==> src/rtl/letc_core_pkg.sv <==
// rtl/letc_core_pkg.sv - CSR indices, write-op encoding and field masks for the LETC core
package letc_core_pkg;

  typedef enum logic [1:0] {
    CSR_WOP_NONE = 2'b00,
    CSR_WOP_W    = 2'b01,
    CSR_WOP_S    = 2'b10,
    CSR_WOP_C    = 2'b11
  } csr_wop_e;

  localparam logic [11:0] CSR_MTVEC         = 12'h305;
  localparam logic [11:0] CSR_MCOUNTINHIBIT = 12'h320;
  localparam logic [11:0] CSR_MSCRATCH      = 12'h340;
  localparam logic [11:0] CSR_MEPC          = 12'h341;
  localparam logic [11:0] CSR_MCAUSE        = 12'h342;
  localparam logic [11:0] CSR_MCYCLE        = 12'hB00;
  localparam logic [11:0] CSR_MCYCLEH       = 12'hB80;
  localparam logic [11:0] CSR_CYCLE         = 12'hC00;
  localparam logic [11:0] CSR_CYCLEH        = 12'hC80;
  localparam logic [11:0] CSR_MHARTID       = 12'hF14;

  localparam logic [31:0] MTVEC_WMASK = 32'hFFFF_FFFD;
  localparam logic [31:0] MEPC_WMASK  = 32'hFFFF_FFFC;

  function automatic logic [31:0] csr_apply_wop(input logic [31:0] old,
                                                input logic [31:0] operand,
                                                input csr_wop_e    op);
    case (op)
      CSR_WOP_W: csr_apply_wop = operand;
      CSR_WOP_S: csr_apply_wop = old | operand;
      CSR_WOP_C: csr_apply_wop = old & ~operand;
      default:   csr_apply_wop = old;
    endcase
  endfunction

endpackage

==> src/rtl/letc_core_csr_counter64.sv <==
// rtl/letc_core_csr_counter64.sv - 64-bit event counter with inhibit and independent lo/hi half writes
module letc_core_csr_counter64 (
  input  logic        clk,
  input  logic        rst,
  input  logic        inc_i,
  input  logic        inhibit_i,
  input  logic        wen_lo_i,
  input  logic        wen_hi_i,
  input  logic [31:0] wdata_i,
  output logic [63:0] count_o
);

  logic [63:0] count_q, count_d;

  always_comb begin
    count_d = count_q;
    // Any half write suppresses this cycle's increment so the written value reads back unchanged.
    if (wen_lo_i || wen_hi_i) begin
      if (wen_lo_i) count_d[31:0]  = wdata_i;
      if (wen_hi_i) count_d[63:32] = wdata_i;
    end else if (inc_i && !inhibit_i) begin
      count_d = count_q + 64'd1;
    end
  end

  always_ff @(posedge clk or posedge rst) begin
    if (rst) count_q <= '0;
    else     count_q <= count_d;
  end

  assign count_o = count_q;

endmodule

==> src/rtl/letc_core_csr_bank.sv <==
// rtl/letc_core_csr_bank.sv - machine-mode CSR bank: RMW writes, 64-bit counters, trap capture
// HPM counters, shadows and inhibit bits exist only when LETC_CSR_HPM_EN is defined.
module letc_core_csr_bank
  import letc_core_pkg::*;
#(
  parameter logic [31:0] HART_ID     = 32'h0,
  parameter logic [31:0] MTVEC_RESET = 32'h0,
  parameter int unsigned NUM_HPM     = 4
) (
  input  logic               clk,
  input  logic               rst,
  input  logic               csr_explicit_ren,
  input  logic [11:0]        csr_explicit_idx,
  output logic [31:0]        csr_explicit_rdata,
  input  logic               csr_explicit_wcheck,
  output logic               csr_explicit_illegal,
  input  logic               csr_explicit_wen,
  input  logic [11:0]        csr_explicit_widx,
  input  logic [1:0]         csr_explicit_wop,
  input  logic [31:0]        csr_explicit_wdata,
  input  logic               instret_inc,
  input  logic [NUM_HPM-1:0] hpm_event,
  input  logic               trap_valid,
  input  logic [31:0]        trap_pc,
  input  logic [31:0]        trap_cause,
  output logic [31:0]        mtvec,
  output logic [31:0]        mepc
);

`ifdef LETC_CSR_HPM_EN
  localparam bit HPM_EN = 1'b1;
`else
  localparam bit HPM_EN = 1'b0;
`endif
  // Counter slot n maps to index 0xB00+n and to mcountinhibit bit n.
  localparam logic [31:0] CNT_IMPL  = 32'h5 | (((32'd1 << NUM_HPM) - 32'd1) << 3);
  localparam logic [31:0] INH_WMASK = HPM_EN ? CNT_IMPL : 32'h5;

  logic [31:0] mscratch_q, mscratch_d, mepc_q, mepc_d, mcause_q, mcause_d;
  logic [31:0] mtvec_q, mtvec_d, minh_q, minh_d;
  logic [63:0] mcycle_val, minstret_val;
  logic [63:0] hpm_val [NUM_HPM];
  logic [63:0] cnt_val [32];
  logic [31:0] cnt_wen_lo, cnt_wen_hi;
  logic [32:0] rd_res, wr_old;
  logic [31:0] wr_val;
  logic        wr_ok;

  always_comb begin
    for (int i = 0; i < 32; i++) cnt_val[i] = '0;
    cnt_val[0] = mcycle_val;
    cnt_val[2] = minstret_val;
    for (int i = 0; i < NUM_HPM; i++) cnt_val[3+i] = hpm_val[i];
  end

  // Returns {implemented, value}; unimplemented indices read 0.
  function automatic logic [32:0] csr_read(input logic [11:0] idx);
    logic [4:0] n;
    n = idx[4:0];
    csr_read = '0;
    case (idx)
      CSR_MSCRATCH:      csr_read = {1'b1, mscratch_q};
      CSR_MEPC:          csr_read = {1'b1, mepc_q};
      CSR_MCAUSE:        csr_read = {1'b1, mcause_q};
      CSR_MTVEC:         csr_read = {1'b1, mtvec_q};
      CSR_MCOUNTINHIBIT: csr_read = {1'b1, minh_q};
      CSR_MHARTID:       csr_read = {1'b1, HART_ID};
      default: begin
        if ((idx[11:5] == CSR_MCYCLE[11:5] || idx[11:5] == CSR_MCYCLEH[11:5] ||
             idx[11:5] == CSR_CYCLE[11:5]  || idx[11:5] == CSR_CYCLEH[11:5]) && CNT_IMPL[n])
          csr_read = {1'b1, idx[7] ? cnt_val[n][63:32] : cnt_val[n][31:0]};
      end
    endcase
  endfunction

  always_comb begin
    rd_res = csr_read(csr_explicit_idx);
    wr_old = csr_read(csr_explicit_widx);
    wr_ok  = csr_explicit_wen && (csr_explicit_wop != CSR_WOP_NONE) && wr_old[32] &&
             (csr_explicit_widx[11:10] != 2'b11);
    wr_val = csr_apply_wop(wr_old[31:0], csr_explicit_wdata, csr_wop_e'(csr_explicit_wop));
  end

  assign csr_explicit_rdata   = rd_res[31:0];
  assign csr_explicit_illegal = ((csr_explicit_ren || csr_explicit_wcheck) && !rd_res[32]) ||
                                (csr_explicit_wcheck && csr_explicit_idx[11:10] == 2'b11);

  always_comb begin
    cnt_wen_lo = '0;
    cnt_wen_hi = '0;
    if (wr_ok && csr_explicit_widx[11:5] == CSR_MCYCLE[11:5])  cnt_wen_lo[csr_explicit_widx[4:0]] = 1'b1;
    if (wr_ok && csr_explicit_widx[11:5] == CSR_MCYCLEH[11:5]) cnt_wen_hi[csr_explicit_widx[4:0]] = 1'b1;
  end

  always_comb begin
    mscratch_d = mscratch_q;
    mepc_d     = mepc_q;
    mcause_d   = mcause_q;
    mtvec_d    = mtvec_q;
    minh_d     = minh_q;
    if (wr_ok) begin
      case (csr_explicit_widx)
        CSR_MSCRATCH:      mscratch_d = wr_val;
        CSR_MEPC:          mepc_d     = wr_val & MEPC_WMASK;
        CSR_MCAUSE:        mcause_d   = wr_val;
        CSR_MTVEC:         mtvec_d    = wr_val & MTVEC_WMASK;
        CSR_MCOUNTINHIBIT: minh_d     = wr_val & INH_WMASK;
        default: ;
      endcase
    end
    // Trap capture wins over an explicit write to the same register.
    if (trap_valid) begin
      mepc_d   = trap_pc & MEPC_WMASK;
      mcause_d = trap_cause;
    end
  end

  always_ff @(posedge clk or posedge rst) begin
    if (rst) begin
      mscratch_q <= '0;
      mepc_q     <= '0;
      mcause_q   <= '0;
      mtvec_q    <= MTVEC_RESET;
      minh_q     <= '0;
    end else begin
      mscratch_q <= mscratch_d;
      mepc_q     <= mepc_d;
      mcause_q   <= mcause_d;
      mtvec_q    <= mtvec_d;
      minh_q     <= minh_d;
    end
  end

  letc_core_csr_counter64 u_mcycle (
    .clk(clk), .rst(rst), .inc_i(1'b1), .inhibit_i(minh_q[0]),
    .wen_lo_i(cnt_wen_lo[0]), .wen_hi_i(cnt_wen_hi[0]), .wdata_i(wr_val), .count_o(mcycle_val)
  );

  letc_core_csr_counter64 u_minstret (
    .clk(clk), .rst(rst), .inc_i(instret_inc), .inhibit_i(minh_q[2]),
    .wen_lo_i(cnt_wen_lo[2]), .wen_hi_i(cnt_wen_hi[2]), .wdata_i(wr_val), .count_o(minstret_val)
  );

`ifdef LETC_CSR_HPM_EN
  for (genvar i = 0; i < NUM_HPM; i++) begin : g_hpm
    letc_core_csr_counter64 u_hpm (
      .clk(clk), .rst(rst), .inc_i(hpm_event[i]), .inhibit_i(minh_q[3+i]),
      .wen_lo_i(cnt_wen_lo[3+i]), .wen_hi_i(cnt_wen_hi[3+i]), .wdata_i(wr_val), .count_o(hpm_val[i])
    );
  end
`else
  always_comb begin
    for (int i = 0; i < NUM_HPM; i++) hpm_val[i] = '0;
  end
`endif

  logic unused_ok;
  assign unused_ok = ^{cnt_wen_lo, cnt_wen_hi, hpm_event};

  assign mtvec = mtvec_q;
  assign mepc  = mepc_q;

endmodule
==> config.mk <==
export PLATFORM = sky130hd
export DESIGN_NAME = letc_core_csr_bank
export DESIGN_NICKNAME = d
export VERILOG_FILES = /design/src/rtl/letc_core_pkg.sv /design/src/rtl/letc_core_csr_counter64.sv /design/src/rtl/letc_core_csr_bank.sv
export SDC_FILE = /design/constraint.sdc
export NUM_CORES = 1
export LEC_CHECK = 0
export ABC_AREA = 1
export CAP_MARGIN = 30
export CORE_MARGIN = 5
export CORE_UTILIZATION = 30
export DETAILED_ROUTE_END_ITERATION = 12
export GPL_ROUTABILITY_DRIVEN = 0
export PLACE_DENSITY_LB_ADDON = 0.15
export SLEW_MARGIN = 20
export SYNTH_ARGS = -nofsm -noshare
export SYNTH_HDL_FRONTEND = slang
export SYNTH_SLANG_ARGS = --single-unit
==> constraint.sdc <==
create_clock -name clk -period 21.6 [get_ports clk]
set_input_delay 4.32 -clock clk [delete_from_list [all_inputs] [get_ports clk]]
set_output_delay 4.32 -clock clk [all_outputs]
set_load 0.005 [all_outputs]
After elaboration in Yosys (flattened, before gate mapping)
Memory sizes are Yosys's and may differ from the RTL's.
Cells that the tools add are included.
{"block": "totals", "n_memories": 2, "input_bits": 133, "elab_cells": 123, "rom_bits": 64, "out_inout_bits": 97, "register_bits": 257}
{"block": "classes", "order_cmp": 5, "bitwise_logic": 5, "n_reduce_logical": 37, "eq_ne": 30, "muxes": 33, "add_sub_neg": 2}
{"name": "(no name shown)", "depth": 32, "width": 1, "read_ports": 1, "rd_clocked_by_memory_dff": 0, "write_ports": 0, "line": "letc_core_csr_bank.sv:70", "rtl": "idx[11:5] == CSR_CYCLE[11:5] || idx[11:5] == CSR_CYCLEH[11:5]) && CNT_IMPL[n])"}
{"name": "(no name shown)", "depth": 32, "width": 1, "read_ports": 1, "rd_clocked_by_memory_dff": 0, "write_ports": 0, "line": "letc_core_csr_bank.sv:70"}
{"cell": "$bmux 64 s5", "count": 2}
{"cell": "$mux 64", "count": 8}
{"cell": "$pmux 33 s6", "count": 2}
{"cell": "$mux 32", "count": 12}
{"cell": "$add 64x1->64 const B", "count": 2}
{"cell": "$eq 12x10->1 const B", "count": 10}
{"cell": "$pmux 32 s3", "count": 1}
{"cell": "$mux 33", "count": 2}
{"cell": "$eq 7x7->1 const B", "count": 8}
{"cell": "$and 32x32->32", "count": 1}
{"cell": "$not 32->32", "count": 1}
{"cell": "$or 32x32->32", "count": 1}
{"cell": "$eq 12x12->1 const B", "count": 2}
{"cell": "$reduce_and 2->1", "count": 9}
{"cell": "$ge 6x6->1 const B", "count": 2}
{"cell": "$lt 5x6->1 const B", "count": 2}
{"cell": "$not 5->6", "count": 2}
{"cell": "$logic_and 1x1->1", "count": 11}
{"cell": "$logic_or 1x1->1", "count": 10}
{"cell": "$ne 2x2->1 const B", "count": 5}
{"cell": "$reduce_bool 2->1", "count": 5}
{"cell": "$eq 2x2->1 const B", "count": 3}
{"cell": "$mux 3", "count": 2}
{"cell": "$demux 1 s5", "count": 1}
{"cell": "5 further kinds", "count": 8}

Logic depth before layout (Yosys ltp)
Gate-level depths: netlist of run 1.
{"block": "logic_depth", "word_depth": 14, "ltp_mapped": 17, "mapped_depth_nobuf": 16}

Modules after synthesis
Synthesis of run 1 repeated with hierarchy kept, for this count alone.
{"block": "unflattened", "hier_cells": 3544, "area_unflattened_um2": 21290.4}
{"module": "letc_core_csr_bank", "seq_area_each_um2": 3178.0, "cells_per_inst": 1950, "area_per_inst_um2": 11415.9, "n_inst": 1}
{"module": "letc_core_csr_counter64", "seq_area_each_um2": 1601.5, "cells_per_inst": 797, "area_per_inst_um2": 4937.2, "n_inst": 2}

Worst setup path before layout of run 1
OpenSTA, ideal clock, no wires.
{"block": "synth_timing", "kind": "input-to-output", "from": "input csr_explicit_idx[0]", "to": "output csr_explicit_rdata[10]", "required_time_ns": 17.280, "cell_stages": 8, "slack_ns": 11.654, "t_arrival_ns": 5.626, "path_buffers": 1, "cell_sequence": "nor2_1 inv_1 nor2_1 nand2_1 clkinv_1 clkbuf_1 nand2_1 nand3_1"}
{"block": "synth_between", "elab_chain_cells": 7, "word_cells_on_any_way": 16, "classes_between": "6 x eq/ne; 7 x mux; 1 x bitwise; 1 x reduce/logical; 1 x memory"}
{"element": "start, declared", "line": "letc_core_csr_bank.sv:13", "rtl": "input logic [11:0] csr_explicit_idx,"}
{"element": "$not 5->6 (implied by the code)", "line": "letc_core_csr_bank.sv:71", "rtl": "csr_read = {1'b1, idx[7] ? cnt_val[n][63:32] : cnt_val[n][31:0]};"}
{"element": "$bmux 64 s5", "line": "letc_core_csr_bank.sv:71"}
{"element": "$mux 64 (implied by the code) (2 in a row)", "line": "letc_core_csr_bank.sv:71"}
{"element": "$mux 32", "line": "letc_core_csr_bank.sv:71"}
{"element": "$mux 33", "line": "letc_core_csr_bank.sv:69", "rtl": "if ((idx[11:5] == CSR_MCYCLE[11:5] || idx[11:5] == CSR_MCYCLEH[11:5] ||"}
{"element": "$pmux 33 s6 (*)", "line": "letc_core_csr_bank.sv:61", "rtl": "case (idx)"}
{"element": "end, declared", "line": "letc_core_csr_bank.sv:14", "rtl": "output logic [31:0] csr_explicit_rdata,"}
Every way passes the cells marked *; elsewhere a longest branch is shown, timed or not. The select of a mux whose other input is x is not followed.

Worst setup path after layout of run 1
{"block": "layout_timing", "from": "input csr_explicit_idx[0]", "to": "output csr_explicit_rdata[0]"}
Same word-level chain as after synthesis.

==> impl_metrics.ini, run 1 <==
[pwr]
max-vdd-ir-drop_mv = 0.0455
leakage_nw = 11.6
p_int_mw = 0.883
clkPwrFrac_pct = 48.0
p_sw_share_pct = 28.3
p_sw_mw = 0.349
power_density_nw_per_um2 = 48.5
p_comb_share_pct = 11.5
seqPwrFrac_pct = 40.4
total_power_mw = 1.23

[floorplan]
rows = 97
dieArea_um2 = 75800
initial_core_util_pct = 30.2
die_x_um = 275
core_um2 = 69900
dieHeight_um = 275
pin_count = 230

[placed_design]
dp_hpwl_um = 81900
io_buffers = 220
dp.cells = 4596

[run]
max-cap-violations = 0

[synth]
synthFlopType = dfrtp_1
synthMuxAreaShare_pct = 0
synth_area_per_cell_um2 = 5.90
syn_area_um2 = 21100
ys_types = 40
yosysTopAreaCell = dfrtp_1
synthCells = 3578
ys_top_cells_by_count = nand2_1, nand3_1, nor2_1
synthAdderAreaFrac_pct = 0.118
synth_edf_count = 0
synth-xor-area-share_pct = 4.60
ys_seq_elements = 255
synthSimpleGateAreaFrac_pct = 46.4
seq_area_frac_synth_pct = 30.2
synth_warnings = 0
synth_area_leaders = dfrtp_1, nand2_1, nand3_1
yosysMostFrequentCell = nand2_1
synth_top_area_share_pct = 30.2
ys_async_sr_fraction_pct = 100
synth_top_family_by_area = simple AND/OR/NAND/NOR gates
synth_compound_area_share_pct = 9.85

[setup_path]
critPathMostFrequentCell = clkdlybuf4s50_1
critPathBufInv = 5
arrival_ns = 8.49
endpoint_kind = output port
worst-path-max-fanout = 64
reg2reg_from = u_minstret.count_o[0]
cp_top_family = buffers and inverters
startpoint_type = input pin
cp_slowest_cell = clkinv_1
crit_path_start = csr_explicit_idx[0]
path_cells = clkdlybuf4s50_1 > nor2_4 > buf_4 > inv_1 > nor2_1 > nand2_1 > clkinv_1 > a21oi_1 > o211ai_1 > clkdlybuf4s50_1
critPathRequiredTime_ns = 17.28
slowest_delay_ns = 0.99
criticalPathCategory = input pin to output port

[detailed_routing]
met3_length_um = 10000
postRouteAntennaNets = 0
highest_layer = met5
dr_wl_met2_um = 48100
via_per_inst = 5.35
remaining_drc_errors = 0
dr.pass1.iters = 6
wire_per_inst_um = 23.4
vias = 24900
wl_met1_um = 45900
drt-initial-drc-count = 2736
totalWireLength_um = 109000

[sta]
hold-worst-slack_ns = 0.510
fin_tns_setup_ns = 0
rsz0062_at_grt = false
hold_violations = 0
period_share_pct = 59.3
max_freq_ghz = 0.0780
clock_skew_ns = 0.0421
slew_headroom_pct = 35.4
setup_violations = 0
tightestPinTransition_ns = 0.963
min_period_ns = 12.81
final-max-slew-violation-count = 0

[global_route]
grt_max_degree = 104
grt_pass1_wl_um = 159000
antenna_found_initial = 3
grt_use_total_pct = 28.0
grt_remaining_overflow = 0
first_global_vias = 23400

[cells_and_area]
stdcell_count = 4658
fillers = 7788
fin_nets = 3831
areaGrowthSynthToFinish_pct = 20.3
final_layout_size_suffix_gt1_share_pct = 4.30

[clocking]
cts_tree = yes
htreeDepth = 2
cts_setup_buffers = 0
clkSlewWorstSetupHoldPaths_ns = 0.05
clk_latency_ns = 0.59
clockRootBuffer = clkbuf_16
cts_hold_buf = 0
cts.repair.resized = 0
numCtsBuffers = 36
numClockSinks = 255
clock_path_buffers = 3

[hold_path]
hp-start = mscratch_q[12]
hold_class = register to register

[outcome]
outcome = finished, final reports clean
[stage by stage]
stage          cell area (um^2)  util [%]  worst slack, ns
6_report                  25400      36.3             8.79
5_1_grt                   25400      36.3             8.61
4_1_cts                   25400      36.3             8.80
3_5_place_dp              24200      34.7             8.80
3_3_place_gp              24100      34.4             8.71
2_1_floorplan             21100         -            10.27
[power groups by stage]
stage / sequential, mW / combinational [mW] / clock, mW
final: 0.498 / 0.142 / 0.592
after global routing: 0.499 / 0.152 / 0.621
after CTS: 0.498 / 0.140 / 0.602
after detailed placement: 0.506 / 0.139 / 0
after global placement: 0.506 / 0.138 / 0
after floorplan: 0.503 / 0.0601 / 0
[cell families after synthesis]
logic type	after synthesis
simple gates	2410
xor+xnor	111
fa+ha+maj	2
buf+inv	458
other cells	1
compound gates	341
flops	255
[metal layers]
layer,up-vias,global-route usage (%)
met3,254,5.61
met2,1233,44.2
met1,11700,37.6
met5,-,0
li1,11700,-
met4,4,11.2
[path summary, 6_finish.rpt]
check,slack (ns),cells past startpoint,endpoint
worst max-delay path,8.79,10,csr_explicit_rdata[0]
worst min-delay path,0.51,2,mscratch_q[12]
worst max register to register,18.65,11,u_minstret.count_o[54]
worst min register to register,0.51,2,mscratch_q[12]
max in group asynchronous,15.71,4,u_mcycle.count_o[29]
min in group asynchronous,4.27,2,mepc[27]
[flip-flops by register name (all words and copies together), names as in the netlist]
signal and count:
u_minstret.count_o 64, mscratch_q 32, mepc 30, mtvec 31
minh_q 2, mcause_q 32, u_mcycle.count_o 64
[area by class of cell]
| cell class | instances | area [um^2] | area share, % |
|---|---|---|---|
| clock inverters | 15 | 149 | 0.586 |
| flip-flops and latches | 255 | 6380 | 25.1 |
| clock buffers | 44 | 981 | 3.86 |
| diodes | 1 | 2.50 | 0.00985 |
| repair buffers | 277 | 2750 | 10.8 |
| well taps | 940 | 1180 | 4.63 |
| inverters | 259 | 980 | 3.86 |
| multi-input cells | 2867 | 13000 | 51.1 |
[placed cells by master, fill, tap and decap left out, types with 3 or more instances in the layout]
master and count:
buf_4 46, nand3_2 3, nor4_1 3, buf_8 7, conb_1 3, o21ai_1 5, o21ai_2 5, xnor2_1 25
dfrtp_1 255, nor3_1 57, clkdlybuf4s50_1 218, clkbuf_8 5, nand2_1 1560, o21ai_0 141, nand4_1 33, nand3_1 417
nand3b_1 4, buf_16 4, clkinv_1 5, a221oi_1 12, a21oi_1 59, nor2_2 10, inv_1 244, xor2_1 86
clkinv_2 8, nor2_1 308, a21oi_2 4, a32oi_1 31, a22oi_1 3, o22ai_1 19, clkbuf_16 36, clkbuf_1 3
o211ai_1 58, nor2_4 5, inv_2 9
[worst min-delay path: cells and delay by family, from the launching register on]
kind	cells	cell delay (ns)
AND/OR/NAND/NOR	2	0.11
flip-flops	1	0.36
No activity file was read; power rests on OpenSTA's default activity.
==> run 2: changes to the inputs <==
==> constraint.sdc (replaced) <==
create_clock -name clk -period 12.2 [get_ports clk]
set_input_delay 2.44 -clock clk [delete_from_list [all_inputs] [get_ports clk]]
set_output_delay 2.44 -clock clk [all_outputs]
set_load 0.005 [all_outputs]
==> impl_metrics.ini, run 2 (same netlist as run 1, synthesis figures left out) <==
[pwr]
leakage_nw = 11.6
power_density_nw_per_um2 = 86.0
max-vdd-ir-drop_mv = 0.0845

[global_route]
grt_max_degree = 76
grt_use_total_pct = 28.0
grt_remaining_overflow = 0
first_global_vias = 23200
grt_pass1_wl_um = 159000
antenna_found_initial = 2

[clocking]
cts_hold_buf = 0
numClockSinks = 255
clk_latency_ns = 0.58
clockRootBuffer = clkbuf_16
numCtsBuffers = 36
clkSlewWorstSetupHoldPaths_ns = 0.05
cts.repair.resized = 0
htreeDepth = 2
cts_tree = yes
clock_path_buffers = 3
cts_setup_buffers = 0

[cells_and_area]
final_layout_size_suffix_gt1_share_pct = 4.17
fin_util_pct = 36.4
stdcell_area_um2 = 25400
final_common_cell = nand2_1
fin_nets = 3835
final_cell_mix = nand2_1, nand3_1, nor2_1
areaGrowthSynthToFinish_pct = 20.3
stdcell_count = 4660

[run]
max-cap-violations = 0

[placed_design]
dp.cells = 4597
io_buffers = 220
dp_hpwl_um = 82100
place_area_um2 = 24200

[floorplan]
pin_count = 230
dieArea_um2 = 75800
rows = 97
die_x_um = 275
dieHeight_um = 275
initial_core_util_pct = 30.2
core_um2 = 69900

[detailed_routing]
wire_per_inst_um = 23.5
met3_length_um = 10100
vias = 25000
dr_wl_met2_um = 48600
via_per_inst = 5.36
highest_layer = met5
wl_met1_um = 46200
drt-initial-drc-count = 2760
totalWireLength_um = 110000
postRouteAntennaNets = 0
dr.pass1.iters = 7
remaining_drc_errors = 0

[sta]
hold_violations = 0
fin_tns_setup_ns = 0
period_share_pct = 70.3
rsz0062_at_grt = false
min_period_ns = 8.57
max_freq_ghz = 0.117
final-max-slew-violation-count = 0
setup_violations = 0
slew_headroom_pct = 32.4
clock_skew_ns = 0.0259
tightestPinTransition_ns = 1.01

[setup_path]
critPathRequiredTime_ns = 9.76
cp_slowest_cell = clkinv_1
cp_top_family = buffers and inverters
crit_path_start = csr_explicit_idx[0]
slowest_delay_ns = 0.78
critPathBufInv = 6
worst-path-max-fanout = 64
startpoint_type = input pin
endpoint_kind = output port
reg2reg_from = u_minstret.count_o[0]
path_cells = clkdlybuf4s50_1 > nor2_4 > buf_4 > inv_1 > nor2_1 > nand2_1 > buf_4 > clkinv_1 > a21oi_1 > o211ai_1 > clkdlybuf4s50_1
criticalPathCategory = input pin to output port
arrival_ns = 6.13

[hold_path]
hp-start = mscratch_q[5]
hold_class = register to register

[outcome]
outcome = finished, final reports clean
run 2: cell type report:
class / instances / area (um^2)
antenna: 2 / 5.00
multi-input combinational: 2867 / 13000
fill: 7735 / 44500
timing repair buffer: 281 / 2780
clock buffer: 49 / 1000
inverter: 259 / 980
tap: 940 / 1180
sequential: 255 / 6380
clock inverter: 7 / 115
run 2: power by group:
part | internal, mW | switching [mW] | leakage [nW] | total (mW)
Clock | 0.614 | 0.437 | 0.546 | 1.05
Combinational | 0.0875 | 0.164 | 7.82 | 0.252
Sequential | 0.865 | 0.0173 | 3.25 | 0.882
Total | 1.57 | 0.618 | 11.6 | 2.19
run 2: worst min-delay path, stage by stage (launching register included):
cell,delay (ns)
dfrtp_1,0.36
nand2_1,0.06
nand2_1,0.05
run 2: metrics by stage:
step / hold WS, ns / power [mW] / setup WS [ns]
6_report: 0.506 / 2.19 / 3.63
5_1_grt: 0.533 / 2.25 / 3.53
3_3_place_gp: 0.490 / 1.14 / 3.67
2_1_floorplan: 0.471 / 0.998 / 2.75
4_1_cts: 0.504 / 2.19 / 3.63
3_5_place_dp: 0.489 / 1.14 / 3.63
run 2: per-layer routing:
layer  track usage [%]  vias to the layer above
met5                 0                        -
met4              11.1                        2
met3              4.54                      225
met2              44.2                     1258
met1              38.5                    11800
li1                  -                    11700
run 2: final timing paths:
| path | slack [ns] | cells past startpoint | endpoint |
|---|---|---|---|
| setup / recovery | 3.63 | 11 | csr_explicit_rdata[0] |
| min in group asynchronous | 2.28 | 2 | mepc[27] |
| max in group asynchronous | 8.07 | 5 | u_mcycle.count_o[29] |
| hold reg to reg | 0.51 | 2 | mscratch_q[5] |
| hold / removal | 0.51 | 2 | mscratch_q[5] |
| setup reg to reg | 9.24 | 11 | u_minstret.count_o[54] |
